File: config.mk
export PLATFORM = sky130hd
export DESIGN_NAME = byte_striping
export DESIGN_NICKNAME = d
export VERILOG_FILES = /design/src/rtl/stripe_pkg.sv /design/src/rtl/stripe_out_reg.sv /design/src/rtl/byte_striping.sv
export SDC_FILE = /design/constraint.sdc
export NUM_CORES = 1
export LEC_CHECK = 0
export ABC_AREA = 0
export CAP_MARGIN = 20
export CELL_PAD_IN_SITES_DETAIL_PLACEMENT = 1
export CELL_PAD_IN_SITES_GLOBAL_PLACEMENT = 2
export CORE_MARGIN = 2
export CORE_UTILIZATION = 32
export CTS_CLUSTER_DIAMETER = 80
export DETAILED_ROUTE_END_ITERATION = 16
export PLACE_DENSITY_LB_ADDON = 0.15
export SLEW_MARGIN = 10
export SYNTH_ARGS = -nofsm -noshare
export SYNTH_HDL_FRONTEND = slang
export SYNTH_HIERARCHICAL = 1
export SYNTH_SLANG_ARGS = --single-unit
export TNS_END_PERCENT = 1
File: constraint.sdc
create_clock -name clk -period 1.7 [get_ports clk]
set_input_delay 0.51 -clock clk [delete_from_list [all_inputs] [get_ports clk]]
set_output_delay 0.51 -clock clk [all_outputs]
set_load 0.1 [all_outputs]
File: src/rtl/stripe_pkg.sv
// Shared lane-striping definitions: lane count, K-codes and the fill-state type.
// The byte-joining stage and the deserializer use the same constants.
package stripe_pkg;

    localparam int unsigned NUM_LANES = 4;

    localparam logic [7:0] K_COM = 8'hBC;
    localparam logic [7:0] K_PAD = 8'hF7;
    localparam logic [7:0] PAD_BYTE_DEFAULT = K_PAD;

    typedef logic [1:0] lane_idx_t;

    typedef enum logic {
        ST_FILL,
        ST_FLUSH_WAIT
    } fill_state_t;

endpackage

File: src/rtl/stripe_out_reg.sv
// Four-lane output holding register with valid/ready.
// On a load, lanes below i_fill take staged bytes and the rest take PAD_BYTE.
module stripe_out_reg
    import stripe_pkg::*;
#(
    parameter int unsigned      WIDTH    = 8,
    parameter logic [WIDTH-1:0] PAD_BYTE = WIDTH'(PAD_BYTE_DEFAULT)
)(
    input  logic                             clk,
    input  logic                             reset_L,
    input  logic                             i_load,
    input  lane_idx_t                        i_fill,
    input  logic                             i_last_en,
    input  logic [WIDTH-1:0]                 i_last_byte,
    input  logic [NUM_LANES-1:0][WIDTH-1:0]  i_staging,
    input  logic                             i_lanes_ready,
    output logic [NUM_LANES-1:0][WIDTH-1:0]  o_lanes,
    output logic                             o_lanes_valid
);

    logic [NUM_LANES-1:0][WIDTH-1:0] w_load_data;

    // A completing group arrives with i_fill == 3 and its last byte still on the input bus.
    always_comb begin
        w_load_data = '0;
        for (int unsigned i = 0; i < NUM_LANES; i++) begin
            if (lane_idx_t'(i) < i_fill)
                w_load_data[lane_idx_t'(i)] = i_staging[lane_idx_t'(i)];
            else if (i_last_en && (i == NUM_LANES - 1))
                w_load_data[lane_idx_t'(i)] = i_last_byte;
            else
                w_load_data[lane_idx_t'(i)] = PAD_BYTE;
        end
    end

    always_ff @(posedge clk or negedge reset_L) begin
        if (!reset_L) begin
            o_lanes       <= '0;
            o_lanes_valid <= 1'b0;
        end else if (i_load) begin
            o_lanes       <= w_load_data;
            o_lanes_valid <= 1'b1;
        end else if (i_lanes_ready) begin
            o_lanes_valid <= 1'b0;
        end
    end

endmodule

File: src/rtl/byte_striping.sv
// Distributes a serial byte stream round-robin over four lanes and presents
// each complete (or flush-padded) group with a valid/ready handshake.
module byte_striping
    import stripe_pkg::*;
#(
    parameter int unsigned      WIDTH    = 8,
    parameter logic [WIDTH-1:0] PAD_BYTE = WIDTH'(PAD_BYTE_DEFAULT)
)(
    input  logic             clk,
    input  logic             reset_L,
    input  logic [WIDTH-1:0] in_byte,
    input  logic             in_valid,
    output logic             in_ready,
    input  logic             flush,
    output logic [WIDTH-1:0] Lane_0,
    output logic [WIDTH-1:0] Lane_1,
    output logic [WIDTH-1:0] Lane_2,
    output logic [WIDTH-1:0] Lane_3,
    output logic             lanes_valid,
    input  logic             lanes_ready,
    output logic [1:0]       ctr
);

    fill_state_t                      r_state;
    fill_state_t                      w_state_next;
    lane_idx_t                        r_ctr;
    lane_idx_t                        w_ctr_after;
    logic [NUM_LANES-1:0][WIDTH-1:0]  r_staging;
    logic [NUM_LANES-1:0][WIDTH-1:0]  w_lanes;
    logic                             w_lanes_valid;
    logic                             w_out_free;
    logic                             w_accept;
    logic                             w_complete;
    logic                             w_flush_load;

    assign w_out_free   = !w_lanes_valid || lanes_ready;
    assign w_accept     = in_valid && in_ready;
    assign w_complete   = w_accept && (r_ctr == 2'd3);
    assign w_ctr_after  = w_accept ? r_ctr + 2'd1 : r_ctr;
    assign w_flush_load = (r_state == ST_FLUSH_WAIT) && w_out_free;

    always_ff @(posedge clk or negedge reset_L) begin
        if (!reset_L)
            r_state <= ST_FILL;
        else
            r_state <= w_state_next;
    end

    // Flush looks at the count after this cycle's byte, so a flush that
    // coincides with a group-completing byte does nothing.
    always_comb begin
        w_state_next = r_state;
        case (r_state)
            ST_FILL:       if (flush && (w_ctr_after != 2'd0)) w_state_next = ST_FLUSH_WAIT;
            ST_FLUSH_WAIT: if (w_out_free)                     w_state_next = ST_FILL;
            default:       w_state_next = ST_FILL;
        endcase
    end

    always_comb begin
        in_ready = (r_state == ST_FILL) && ((r_ctr != 2'd3) || w_out_free);
    end

    always_ff @(posedge clk or negedge reset_L) begin
        if (!reset_L) begin
            r_ctr     <= '0;
            r_staging <= '0;
        end else begin
            r_ctr <= w_flush_load ? 2'd0 : w_ctr_after;
            if (w_accept)
                r_staging[r_ctr] <= in_byte;
        end
    end

    stripe_out_reg #(
        .WIDTH    (WIDTH),
        .PAD_BYTE (PAD_BYTE)
    ) u_out_reg (
        .clk           (clk),
        .reset_L       (reset_L),
        .i_load        (w_complete || w_flush_load),
        .i_fill        (r_ctr),
        .i_last_en     (w_complete),
        .i_last_byte   (in_byte),
        .i_staging     (r_staging),
        .i_lanes_ready (lanes_ready),
        .o_lanes       (w_lanes),
        .o_lanes_valid (w_lanes_valid)
    );

    assign Lane_0      = w_lanes[0];
    assign Lane_1      = w_lanes[1];
    assign Lane_2      = w_lanes[2];
    assign Lane_3      = w_lanes[3];
    assign lanes_valid = w_lanes_valid;
    assign ctr         = r_ctr;

endmodule
==> flow_summary_export.csv, run 1 <==
group,metric,value,unit
cells_and_area,post-route-util,0.5098,
routing,drc,0,
clock_network,clkLatencyLatePin,330,ps
critical_path,crit_family,"flip-flops",
routing,wl_per_cell,15.77,um
routing,drt_iter0_drc,86,
floorplan,die_h,93.73,um
routing,route.antenna.remaining_nets,0,
clock_network,clkSinkCount,60,
global_route,antenna_found_initial,0,
placement,routabilityCongestion,0.7025,
synthesis,avgSynthCellArea,11.71,um2
floorplan,core,0.007767,mm2
floorplan,initial_core_util,0.3317,
cells_and_area,layout.nets,312,
clock_network,numCtsBuffers,9,
cells_and_area,post-route-cell-area,0.003960,mm2
clock_network,cts_tree,"built",
synthesis,yosysWarnings,6,
critical_path,path_max_fanout,2,
critical_path,cp-start-kind,"register",
floorplan,die_x,93.73,um
floorplan,row_count,32,
routing,vias,1869,
cells_and_area,syn2layout_area_growth,53.72,%
critical_path,slowest_delay,490,ps
placement,place_area,0.003682,mm2
timing,fin_ws,-273.0,ps
critical_path,cp-end-kind,"output port",
placement,hpwl,4.432,mm
cells_and_area,final-seq-area,0.001510,mm2
status,status,"finished with violations",
global_route,track_usage,0.1613,
global_route,grt_pass1_vias,1980,
cells_and_area,multi_input_area,897.1,um2
timing,fin_skew,8.270,ps
critical_path,worstPathCellList,"ha_4 > and3b_4 > nor2_4 > buf_12",
synthesis,syn_area,0.002576,mm2
clock_network,root_buffer,"clkbuf_8",
flow_run,max-cap-violations,0,
timing,rsz0062_at_grt,"true",
critical_path,critical_path_class,"register to output port",
timing,fin_crit_sh,1.161,
critical_path,r2r_setup_slack,-170,ps
cells_and_area,drive_gt1_frac,0.3926,
critical_path,crit_arrival,1460,ps
global_route,grt_max_degree,48,
routing,via_per_inst,4.673,
cells_and_area,fill_cells,815,
critical_path,slowest_stage,"dfrtp_4",
critical_path,required,1190,ps
timing,hold_viol,0,
clock_network,cts_buffer_depth,2,
timing,period_needed,1973,ps
timing,max_freq,506.8,MHz
routing,routed_wl,6.308,mm
global_route,gr-total-overflow,0,
placement,port_buffers,48,
floorplan,ios,49,
synthesis,netlist_instances,220,
routing,drtPass1Iterations,4,
hold_path,hold_path_class,"primary input to asynchronous set/reset pin",
floorplan,dieArea,0.008784,mm2
clock_network,clk_pin_slew,70,ps
critical_path,cp.buffers_inverters,1,
clock_network,htreeDepth,3,
timing,max_slew_margin,0.7037,
timing,slew_viol_final,0,
synthesis,syn-num-nets,237,
timing,worst_pin_slew,444.4,ps
status,failed_checks,"negative setup slack",
cells_and_area,antenna_cells,0,
timing,finalSetupTns,-1296,ps
global_route,grt_pass1_wl,10.47,mm
timing,setup_viol,25,
-- layout make-up --
cell class,instances,area share
Tap cell,102,0.03223
Sequential cell,60,0.3814
Clock buffer,12,0.03918
Inverter,31,0.02938
Timing Repair Buffer,77,0.2825
Multi-Input combinational cell,116,0.2265
Clock inverter,2,0.008847
-- flip-flops by register name, summed over array words and instances, names as in the netlist --
name / flops
r_staging: 24
u_out_reg/o_lanes_valid: 1
ctr: 2
u_out_reg/o_lanes: 32
r_state: 1
-- final timing paths --
kind | start | endpoint | cells past startpoint
min in group clk | r_staging[23]$_DFFE_PN0P_ | r_staging[23]$_DFFE_PN0P_ | 1
max in group asynchronous | reset_L | u_out_reg/o_lanes[23]$_DFFE_PN0P_ | 2
worst max-delay path | ctr[1]$_DFF_PN0_ | in_ready | 4
worst min-delay path | reset_L | u_out_reg/o_lanes[14]$_DFFE_PN0P_ | 1
worst max register to register | ctr[0]$_DFF_PN0_ | r_state$_DFF_PN0_ | 6
worst min register to register | r_staging[23]$_DFFE_PN0P_ | r_staging[23]$_DFFE_PN0P_ | 1
-- cell usage in the layout (no fill, tap or decap), types with 3 or more instances in the layout --
master           count
nor2_1              23
ha_1                 3
buf_6                6
nand2_1              3
buf_4               19
a31oi_1             24
mux2_2              16
clkbuf_8            11
mux2_4               8
o21ai_0              4
inv_1               31
o22a_1               4
nand3_1              4
buf_12              39
clkdlybuf4s50_1      9
dfrtp_1             57
-- per-layer routing --
metal	global-route usage	wire, um
met5	0	0
met4	0.07246	121
met3	0.03451	234
met2	0.2488	2986
met1	0.2182	2966
-- timing repair --
item                       in CTS  in global routing
gates resized for setup        11                  6
buffers inserted                4                  1
hold buffers                    0                  0
pin swaps                       3                  1
setup endpoints to repair      61                 54
-- metrics by stage --
step	hold WS [ps]	worst slack, ps	instances
after floorplan	214.4	-350.6	220
after global placement	478.9	-494.8	381
after detailed placement	483.3	-542.0	381
after CTS	117.5	-286.8	399
after global routing	135.0	-325.8	400
final	113.3	-273.0	400
Power of run 1 is left out: the tool's default activity adds up to more than one toggle a clock period on the data nets, which glitch-free logic cannot reach.
==> inputs of run 2 (changes only) <==
--- a/config.mk
+++ b/config.mk
@@ -10,13 +10,12 @@
 export CELL_PAD_IN_SITES_DETAIL_PLACEMENT = 1
 export CELL_PAD_IN_SITES_GLOBAL_PLACEMENT = 2
 export CORE_MARGIN = 2
-export CORE_UTILIZATION = 32
+export CORE_UTILIZATION = 31
 export CTS_CLUSTER_DIAMETER = 80
 export DETAILED_ROUTE_END_ITERATION = 16
 export PLACE_DENSITY_LB_ADDON = 0.15
 export SLEW_MARGIN = 10
 export SYNTH_ARGS = -nofsm -noshare
 export SYNTH_HDL_FRONTEND = slang
-export SYNTH_HIERARCHICAL = 1
 export SYNTH_SLANG_ARGS = --single-unit
 export TNS_END_PERCENT = 1
==> run 2 against run 1 <==
Effect of this change:
- the flow still finishes with violations (negative setup slack)
- non-clock buffer count is 5 lower
- worst hold slack better by 19 ps
- sequential cell count stayed put
- critical path depth stayed put
- final cell count is 1.8% lower
- maximum frequency is 0.92% lower
- global-route usage is 0.99 points lower
- first-iteration DRC count is 29% lower
- critical path type unchanged
- critical endpoint unchanged
==> flow_summary_export.csv, run 2 <==
group,metric,value,unit
status,status,"finished with violations",
status,failed_checks,"negative setup slack",
timing,worst_pin_slew,493.5,ps
clock_network,htreeDepth,3,
floorplan,dieArea,0.009346,mm2
synthesis,synthTopCellsByCount,"dfrtp_1 (60), mux2_2 (31), nand2b_1 (16), o21ai_0 (14), inv_1 (12)",
flow_run,max-cap-violations,0,
global_route,antenna_found_initial,0,
global_route,grt_pass1_vias,2015,
routing,drt_iter0_drc,61,
cells_and_area,final-seq-area,0.001510,mm2
timing,fin_ws,-291.3,ps
routing,vias,1869,
critical_path,path_max_fanout,2,
clock_network,cts_buffer_depth,2,
global_route,track_usage,0.1514,
timing,period_needed,1991,ps
floorplan,initial_core_util,0.3224,
routing,wl_per_cell,16.64,um
placement,place_inst,374,
timing,setup_viol,2,
cells_and_area,final_cell_mix,"dfrtp_1 (57), buf_12 (40), mux2_2 (31)",
routing,drc,0,
synthesis,yosys.area.top_type,"dfrtp_1",
synthesis,synthTopCellsByArea,"dfrtp_1 (56%), mux2_2 (13%), nand2b_1 (3.8%), mux2i_1 (3.4%), o21ai_0 (2.6%)",
critical_path,cp-end-kind,"output port",
routing,drtPass1Iterations,4,
synthesis,ys_ff_latch,60,
synthesis,yosysWarnings,0,
timing,hold_ws,131.9,ps
floorplan,die_h,96.68,um
synthesis,synth_edf_count,0,
cells_and_area,final_common_cell,"dfrtp_1",
placement,hpwl,4.835,mm
routing,via_per_inst,4.756,
timing,hold_viol,0,
cells_and_area,stdcell_count,393,
timing,fin_skew,8.817,ps
clock_network,cts_tree,"built",
clock_network,root_buffer,"clkbuf_8",
synthesis,synth_ff_type,"dfrtp_1",
floorplan,die_x,96.68,um
routing,route.antenna.remaining_nets,0,
cells_and_area,multi_input_area,0.001097,mm2
synthesis,synth_async_sr_flop_share,1.000,
cells_and_area,antenna_cells,0,
synthesis,syn-num-nets,228,
timing,max_slew_margin,0.6710,
floorplan,row_count,33,
clock_network,cts_hold_buf,0,
clock_network,numCtsBuffers,9,
placement,port_buffers,48,
clock_network,clkLatencyLatePin,330,ps
cells_and_area,layout.nets,301,
critical_path,required,1190,ps
routing,routed_wl,6.539,mm
global_route,gr-total-overflow,0,
synthesis,synth_cell_types,27,
placement,post-place-ws,-368.8,ps
cells_and_area,regMostFlops,"u_out_reg.o_lanes",
timing,rsz0062_at_grt,"true",
cells_and_area,fill_cells,835,
critical_path,crit_arrival,1480,ps
synthesis,yosysMostFrequentCell,"dfrtp_1",
synthesis,synth_top_area_share,0.5639,
synthesis,yosysSeqAreaShare,0.5639,
global_route,grt_pass1_wl,10.93,mm
synthesis,avgSynthCellArea,12.68,um2
critical_path,cp-start-kind,"register",
cells_and_area,syn2layout_area_growth,52.16,%
cells_and_area,drive_gt1_frac,0.4271,
timing,slew_viol_final,0,
floorplan,ios,49,
cells_and_area,largest_register_ffs,32,
timing,fin_crit_sh,1.171,
synthesis,netlist_instances,210,
hold_path,hold_path_class,"primary input to asynchronous set/reset pin",
timing,max_freq,502.2,MHz
global_route,grt_max_degree,37,
clock_network,clk_pin_slew,70,ps
critical_path,critical_path_class,"register to output port",
synthesis,syn_area,0.002663,mm2
placement,routabilityCongestion,0.7045,
floorplan,core,0.008258,mm2
clock_network,clkSinkCount,60,
## run 2: path summary, 6_finish.rpt
path                                           from                           endpoint  slack [ps]  cells after the start
max                                ctr[1]$_DFF_PN0_                           in_ready        -290                      4
min                                         reset_L  u_out_reg.o_lanes[11]$_DFFE_PN0P_         130                      1
max reg2reg                        ctr[1]$_DFF_PN0_          r_staging[17]$_DFFE_PN0P_          60                      5
min reg2reg                r_staging[6]$_DFFE_PN0P_           r_staging[6]$_DFFE_PN0P_         500                      1
max in group asynchronous                   reset_L  u_out_reg.o_lanes[30]$_DFFE_PN0P_        1000                      2
min in group clk           r_staging[6]$_DFFE_PN0P_           r_staging[6]$_DFFE_PN0P_         500                      1
## run 2: worst max-delay path: stages, from the launching register on
cell and delay, ps:
dfrtp_4 490, ha_4 170, and3b_2 220, nor2_4 110
buf_12 180
## run 2: layout make-up
class,count,share of cell area
Clock buffer,12,0.03582
Clock inverter,4,0.01235
Inverter,12,0.01112
Multi-Input combinational cell,128,0.2708
Sequential cell,60,0.3728
Tap cell,105,0.03243
Timing Repair Buffer,72,0.2647
## run 2: logic make-up (layout without fill, tap and decap cells)
family | Yosys count | after routing | share of synthesized area
compound gates | 37 | 37 | 0.08553
fa+ha+maj | 5 | 5 | 0.02350
buf+inv | 22 | 100 | 0.03430
flops | 60 | 60 | 0.5639
mux | 46 | 46 | 0.1903
simple gates | 40 | 40 | 0.1024
## run 2: what timing repair did
item                       CTS  global route
setup endpoints to repair    4            14
gates cloned                 0             0
buffers inserted             3             0
gates resized for setup      7             3
pin swaps                    2             0
## run 2: stage by stage
| step | utilization | cell area, um2 | setup TNS, ps |
|---|---|---|---|
| 2_1_floorplan | - | 2691 | -3503 |
| 6_report | 0.4906 | 4051 | -470.7 |
| 3_3_place_gp | 0.4611 | 3807 | -13980 |
| 3_5_place_dp | 0.4611 | 3807 | -15210 |
| 5_1_grt | 0.4906 | 4051 | -595.7 |
| 4_1_cts | 0.4892 | 4040 | -541.1 |
## run 2: metal layers
layer	wire length, um	vias up	global-route usage
met5	0	-	0
met4	71	0	0.06176
met2	3116	51	0.2404
met1	3047	930	0.1961
met3	303	7	0.04118
li1	-	881	-
Power of run 2 is left out for the same reason.
